--- src/rtl/reg_file_sb.sv ---
// rtl/reg_file_sb.sv - register file with a load-fill port and a per-register pending scoreboard
// Optional same-cycle read bypass: define REG_FILE_SB_BYPASS_EN.
module reg_file_sb #(
  parameter int WIDTH  = 16,
  parameter int ADDR_W = 2
) (
  input  logic                clock,
  input  logic                reset_n,
  input  logic [ADDR_W-1:0]   rr1,
  input  logic [ADDR_W-1:0]   rr2,
  output logic [WIDTH-1:0]    rd1,
  output logic [WIDTH-1:0]    rd2,
  output logic                rd1_busy,
  output logic                rd2_busy,
  input  logic                regwrite,
  input  logic [ADDR_W-1:0]   wr,
  input  logic [WIDTH-1:0]    wd,
  input  logic                issue_valid,
  input  logic [ADDR_W-1:0]   issue_reg,
  output logic                issue_ready,
  input  logic                fill_valid,
  input  logic [ADDR_W-1:0]   fill_reg,
  input  logic [WIDTH-1:0]    fill_data,
  output logic [2**ADDR_W-1:0] busy_mask,
  output logic [ADDR_W:0]     pending_cnt,
  output logic                waw_err
);

  localparam int NREGS = 2**ADDR_W;
  localparam logic [ADDR_W:0] CNT_ONE = (ADDR_W+1)'(1);

  logic [WIDTH-1:0]  regs_q [NREGS];
  logic [WIDTH-1:0]  regs_d [NREGS];
  logic [NREGS-1:0]  busy_q, busy_d;
  logic [NREGS-1:0]  orphan_q, orphan_d;
  logic [ADDR_W:0]   cnt_q, cnt_d;
  logic              waw_q, waw_d;

  logic wr_nz, fill_nz, issue_acc, cnt_inc, cnt_dec;

  assign wr_nz       = regwrite && (wr != '0);
  assign fill_nz     = fill_valid && (fill_reg != '0);
  assign issue_ready = !busy_q[issue_reg] || (fill_valid && (fill_reg == issue_reg));
  assign issue_acc   = issue_valid && issue_ready && (issue_reg != '0);

  // Fill lands first so a same-cycle ALU write to the same register overrides it.
  always_comb begin
    regs_d = regs_q;
    if (fill_nz) regs_d[fill_reg] = fill_data;
    if (wr_nz)   regs_d[wr]       = wd;
  end

  always_comb begin
    busy_d = busy_q;
    if (fill_valid) busy_d[fill_reg] = 1'b0;
    if (issue_acc)  busy_d[issue_reg] = 1'b1;
    busy_d[0] = 1'b0;
  end

  // A fill to the register being re-issued the same cycle keeps it pending: net zero.
  assign cnt_inc = issue_acc && !busy_q[issue_reg];
  assign cnt_dec = fill_nz && busy_q[fill_reg] && !(issue_acc && (issue_reg == fill_reg));

  always_comb begin
    cnt_d = cnt_q;
    case ({cnt_inc, cnt_dec})
      2'b10:   cnt_d = cnt_q + CNT_ONE;
      2'b01:   cnt_d = cnt_q - CNT_ONE;
      default: cnt_d = cnt_q;
    endcase
  end

  // Orphan bits mark registers whose load may have been dropped by reset; a late
  // fill to such a register is legitimate and must not raise the hazard flag.
  always_comb begin
    orphan_d = orphan_q;
    if (fill_nz)   orphan_d[fill_reg]  = 1'b0;
    if (issue_acc) orphan_d[issue_reg] = 1'b0;
  end

  always_comb begin
    waw_d = waw_q;
    if (wr_nz && busy_q[wr] && !(fill_valid && (fill_reg == wr))) waw_d = 1'b1;
    if (fill_nz && !busy_q[fill_reg] && !orphan_q[fill_reg])       waw_d = 1'b1;
  end

  always_ff @(posedge clock or negedge reset_n) begin
    if (!reset_n) begin
      for (int i = 0; i < NREGS; i++) regs_q[i] <= '0;
      busy_q   <= '0;
      orphan_q <= '1;
      cnt_q    <= '0;
      waw_q    <= 1'b0;
    end else begin
      regs_q   <= regs_d;
      busy_q   <= busy_d;
      orphan_q <= orphan_d;
      cnt_q    <= cnt_d;
      waw_q    <= waw_d;
    end
  end

  always_comb begin
    rd1      = regs_q[rr1];
    rd2      = regs_q[rr2];
    rd1_busy = busy_q[rr1];
    rd2_busy = busy_q[rr2];
`ifdef REG_FILE_SB_BYPASS_EN
    if (fill_valid && (fill_reg == rr1)) begin
      rd1      = fill_data;
      rd1_busy = 1'b0;
    end
    if (fill_valid && (fill_reg == rr2)) begin
      rd2      = fill_data;
      rd2_busy = 1'b0;
    end
    if (regwrite && (wr == rr1)) rd1 = wd;
    if (regwrite && (wr == rr2)) rd2 = wd;
`endif
    if (rr1 == '0) begin
      rd1      = '0;
      rd1_busy = 1'b0;
    end
    if (rr2 == '0) begin
      rd2      = '0;
      rd2_busy = 1'b0;
    end
  end

  assign busy_mask   = busy_q;
  assign pending_cnt = cnt_q;
  assign waw_err     = waw_q;

endmodule
--- config.mk ---
export PLATFORM = sky130hd
export DESIGN_NAME = reg_file_sb
export DESIGN_NICKNAME = d
export VERILOG_FILES = /design/src/rtl/reg_file_sb.sv
export SDC_FILE = /design/constraint.sdc
export NUM_CORES = 1
export LEC_CHECK = 0
export CAP_MARGIN = 5
export CORE_MARGIN = 3
export CORE_UTILIZATION = 41
export DETAILED_ROUTE_END_ITERATION = 16
export PLACE_DENSITY = 0.68
export SETUP_SLACK_MARGIN = 0.4
export SLEW_MARGIN = 20
export SYNTH_ARGS = -nofsm -noshare
export SYNTH_HDL_FRONTEND = slang
export SYNTH_SLANG_ARGS = --single-unit
--- constraint.sdc ---
create_clock -name clock -period 3.9 [get_ports clock]
set_clock_uncertainty 0.2 [all_clocks]
set_input_delay 0.39 -clock clock [delete_from_list [all_inputs] [get_ports clock]]
set_output_delay 0.39 -clock clock [all_outputs]
set_load 0.02 [all_outputs]
## Word level (Yosys, flattened, before mapping)

Cells that the tools add are included.
W data, S select, Z words.

| word-level totals | value |
|---|---|
| register bits after elaboration | 75 |
| output and inout bits | 43 |

| cells by class | value |
|---|---|
| add/sub/neg operators | 2 |
| $lt $le $gt $ge | 13 |
| equal/unequal tests | 5 |
| multiplexer cells | 41 |
| bitwise logic cells | 10 |
| reductions and logical operators | 31 |

Operators with widths:

| cell | number |
|---|---|
| $bwmux W64 | 2 |
| $mux W16 | 8 |
| $mux W64 | 2 |
| $bmux W16 S2 | 2 |
| $demux W16 S2 | 2 |
| $logic_and A1 B1 Y1 | 18 |
| $mux W4 | 4 |
| $lt A2 B3 Y1 const B | 5 |
| $and A4 B4 Y4 | 3 |
| $bmux W1 S2 | 6 |
| $ge A3 B3 Y1 const B | 4 |
| $mux W1 | 12 |
| $not A2 Y3 | 4 |
| $reduce_bool A2 Y1 | 5 |
| $not A4 Y4 | 2 |
| $eq A2 B2 Y1 | 3 |
| $lt A3 B1 Y1 const B | 2 |
| $pmux W3 S2 | 1 |
| $logic_not A1 Y1 | 5 |
| $demux W1 S2 | 2 |
| $ge A2 B1 Y1 const B | 2 |
| $logic_not A2 Y1 | 2 |
| $or A4 B4 Y4 | 1 |
| $add A3 B1 Y3 const B | 1 |
| other kinds (4) | 4 |

## Logic depth before layout (Yosys ltp)

| depth | value |
|---|---|
| word-level depth | 11 |
| gate-level depth with buffers | 9 |

## Worst setup path after synthesis

Ideal clock, no wire load.

| timing | value |
|---|---|
| path type | input to register |
| start point | in issue_reg[0] |
| end point | reg cnt_q[1], in the netlist pending_cnt[1] |
| arrival time | 2.067 ns |
| data required time | 3.575 ns |
| slack | 1.509 ns |
| stages on the path | 7 |
| path buffers | 1 |
| path through | buf_4 > xnor2_2 > a31o_1 > a221oi_1 > ha_1 > fa_1 > mux2_2 |

| between the ends | value |
|---|---|
| longest elaborated chain between the ends | 11 |
| elaborated cells between the ends (all ways) | 18 |
| those cells by class | eq/ne: 4; mux: 3; reduce/logical: 11 |

RTL lines:

| item | RTL line | source |
|---|---|---|
| start, declared | 19 | `input logic [ADDR_W-1:0] issue_reg,` |
| $bmux W1 S2 | 43, 61 |  |
| $mux W1 (not written as such) | 43, 61 |  |
| $logic_not A1 Y1 | 43, 61 |  |
| $logic_or A1 B1 Y1 | 43 | `assign issue_ready = !busy_q[issue_reg] \|\| (fill_valid && (fill_reg == issue_reg));` |
| $logic_and A1 B1 Y1 (2 in a row) | 44 | `assign issue_acc = issue_valid && issue_ready && (issue_reg != '0);` |
| $logic_and A1 B1 Y1 | 62 | `assign cnt_dec = fill_nz && busy_q[fill_reg] && !(issue_acc && (issue_reg == fill_reg));` |
| $logic_not A1 Y1 | 62 |  |
| $logic_and A1 B1 Y1 | 62 |  |
| $eq A2 B1 Y1 / $eq A2 B2 Y1 (equally long branches) | 66 | `case ({cnt_inc, cnt_dec})` |
| $pmux W3 S2 * | 66 |  |
| net cnt_d[1] | 36 | `logic [ADDR_W:0] cnt_q, cnt_d;` |
| end signal, assigned | 98 | `cnt_q <= cnt_d;` |
| end, declared | 36 |  |

The timed path passes the listed nets; every way through them passes the cells marked *. The select of a mux whose other input is x is not followed.
A chain may end at the register's enable or synchronous reset.

## Worst setup path in the final report

| timing | value |
|---|---|
| start point | in rr1[0] |
| end point | out rd1[14] |

| between the ends | value |
|---|---|
| longest elaborated chain between the ends | 5 |
| elaborated cells between the ends (all ways) | 6 |
| those cells by class | mux: 4; bitwise: 1; reduce/logical: 1 |

RTL lines:

| item | RTL line | source |
|---|---|---|
| start, declared | 9 | `input logic [ADDR_W-1:0] rr1,` |
| $not A2 Y3 (not written as such) | 104 | `rd1 = regs_q[rr1];` |
| $bmux W16 S2 | 104 |  |
| $mux W16 (not written as such) (2 in a row) | 104 |  |
| $mux W16 * | 120 | `if (rr1 == '0) begin` |
| end, declared | 11 | `output logic [WIDTH-1:0] rd1,` |

Every way passes the cells marked *; elsewhere a longest branch is shown, timed or not. The select of a mux whose other input is x is not followed.

==> metrics <==
status=complete, no violations; CP max FO=14; adder-cell share of the synthesized area=0.008802; layout cells sized above 1=0.1476; Post-DRT Antenna Nets=0; Netlist Area Pre-Place=3696 um^2; CP most frequent cell=clkdlybuf4s50_1; Req. time, crit path=3.31 ns; pin count of the biggest net entering global routing=39; ys flop type=dfrtp_1; WS Path Type=primary input to output port; post-cts resize count=0; max_cap viols=0; Synth Warn #=0; Syn Area/Cell=9.962 um^2; RSZ-0062 raised after global routing=false; CTS tree=done; Sw Share=0.3254; post-synthesis cell count=371; main combinational cell family by area after synthesis=multiplexers; Worst Max-Slew Pin Slew=0.9068 ns; hold wc startpoint=pending_cnt[2]$_DFFE_PN0P_; Critical-path top delay cell=clkdlybuf4s50_1; multiplexer area fraction after synthesis=0.2444; syn nets=420; EDFF count, synth=0; die area=10190 um^2; power consumption=2.171 mW; std cell rows=34; Fin. Hold Viols=0; clock root cell=clkbuf_8; sw power=706.6 uW; Hold WC Path Type=flop to flop; final critical-path required period=3.063 ns; grt ovf=0; crit-path cells=clkdlybuf4s50_1, buf_4, mux2_2, a22o_1, clkdlybuf4s50_1; Leak=2.244 nW; Worst setup SP type=primary input; RePlAce Congestion=roughly 0.81; Final Cycle Share=0.7853; Core Area=8721 um^2; async set or reset register ratio after synthesis=1.000; slew margin rel.=0.3955; total track usage=0.2148; VDD IR max=190.4 uV; top cells by area, synth=dfrtp_1 (37%), mux2i_1 (14%), mux2_2 (10%); CTS Buffer Depth=2; Crit. End Element=output port; first-pass GRT wire length=17020 um; Synth Area in Simple Gates=0.09749; Hold-fix buffers, CTS=1; Final HPWL DP=~7000 um; power per cell area=451.0 nW/um^2; post-DR vias/cell=around 5.7; Synth top area share=0.3724; area added between synthesis and finish=30.26%; initial antenna violation count=0; Final TNS setup=0 ns; clock power share=0.266; cts bufs inserted=9; non-filler cells, final=562; routed wire length per instance=19.00 um; post-layout util=0.5521; Seq cells post-synth=58; Clock H-tree levels=3; WL final=10680 um; Gate power share=0.353; post-synth cell types=42; hold slack=0.2659 ns; largest area contributor in the synthesized netlist=dfrtp_1; Worst-Skew Late Latency=0.33 ns; via count=3183; Chip Width=100.9 um; Port-buffer cells=88; slowest stage delay, CP=0.65 ns; Pre-antenna DRT Iters=4; vias in the first global route=3327; Power Internal=1.465 mW; fin nets=499; 1st-iter DRT viols=178; clock-pin slew on the worst setup and hold paths=0.07 ns; Inserted Diodes=0; Sequential Power Share=0.381; register area share after synthesis=0.3937; drt drc=0; Synth Area in Compound Gates=0.1825; postcts setup bufs=0; RR Startpoint=busy_mask[3]$_DFF_PN0_; Post-Synth XOR/XNOR Area=0.01388; FMAX=326.5 MHz; fin. max-slew vios=0; starting density of the core=0.4238; Boundary Pins=90; CTS Sinks=58; Inst Count DP=546; CP startpoint=rr1[0]; final setup fails=0; CP Data Arrival Time=2.47 ns; chip height=100.9 um
## area by class of cell
type / instances / area (um^2)
Inverter: 4 / 15.01
Multi-Input combinational cell: 276 / 2029
Timing Repair Buffer: 101 / 975.9
Sequential cell: 58 / 1455
Clock inverter: 2 / 35.03
Clock buffer: 13 / 168.9
Fill cell: 783 / 3906
Tap cell: 108 / 135.1
## layout by cell type (no fill, tap or decap), types with 2 or more instances in the layout
master and n:
a21oi_1 32, buf_4 12, nand2_1 29, o211a_1 2, nand3_1 2, o21ai_0 22
clkbuf_8 12, and3_1 2, a31oi_1 3, nor2b_1 2, nand3b_1 5, mux2_2 34
dfstp_2 3, xnor2_1 3, dfrtp_1 55, nand2b_1 2, a22o_1 32, mux2i_1 52
clkdlybuf4s50_1 87, inv_1 4, nor2_1 33
## worst paths after layout
check	slack, ns	to	cells past startpoint
min in group asynchronous	0.52	pending_cnt[2]$_DFFE_PN0P_	2
worst max register to register	1.68	pending_cnt[2]$_DFFE_PN0P_	8
worst max-delay path	0.84	rd1[14]	5
worst min-delay path	0.27	pending_cnt[2]$_DFFE_PN0P_	1
max in group asynchronous	2.13	regs_q[34]$_DFF_PN0_	3
worst min register to register	0.27	pending_cnt[2]$_DFFE_PN0P_	1
## registers in the layout, summed over array words and instances, names as in the netlist
signal,count
pending_cnt,3
busy_mask,3
waw_err,1
orphan_q,3
regs_q,48
## cell families (layout without fill, tap and decap cells)
logic type | count (synthesis) | in the layout
simple gates | 81 | 81
fa+ha+maj | 2 | 2
mux | 86 | 86
buf+inv | 37 | 120
xor+xnor | 5 | 5
compound gates | 101 | 101
flops | 58 | 58
other cells | 1 | 1
## Yosys cell counts, drive strengths merged (3+ instances only)
| cell | n |
|---|---|
| clkbuf | 9 |
| dfstp | 3 |
| nor2b | 3 |
| a22o | 32 |
| buf | 24 |
| nand2 | 29 |
| a21oi | 32 |
| mux2 | 34 |
| and3 | 3 |
| o21ai | 22 |
| nor2 | 33 |
| inv | 4 |
| nand3b | 5 |
| xnor2 | 4 |
| mux2i | 52 |
| a31oi | 3 |
| dfrtp | 55 |
## through the flow
| stage | cell area [um^2] | setup slack [ns] |
|---|---|---|
| 6_report | 4815 | 0.8374 |
| 3_3_place_gp | 4599 | 0.8466 |
| 4_1_cts | 4813 | 0.8366 |
| 2_1_floorplan | 3696 | 1.509 |
| 3_5_place_dp | 4599 | 0.7936 |
| 5_1_grt | 4815 | 0.7498 |
## power groups by stage
stage,Sequential [mW],Combinational (mW),Clock [mW]
after detailed placement,0.833,0.767,0
final,0.826,0.767,0.578
after global routing,0.842,0.833,0.616
after CTS,0.823,0.772,0.591
after floorplan,0.829,0.439,0
after global placement,0.826,0.753,0
## critical path, delay by kind of cell
kind            cells  cell delay [ns]
buf+inv             3             1.49
compound gates      1             0.23
mux                 1             0.36
## metal layers
| layer | up-vias | track usage | wire length (um) | share of wire |
|---|---|---|---|---|
| met3 | 6 | 0.04291 | 682 | 0.064 |
| met2 | 92 | 0.3635 | 5301 | 0.50 |
| met1 | 1584 | 0.2750 | 4615 | 0.43 |
| met5 | - | 0 | 0 | 0 |
| li1 | 1501 | - | - | - |
| met4 | 0 | 0.07055 | 81 | 0.0076 |
No activity file was read; power rests on OpenSTA's default activity.
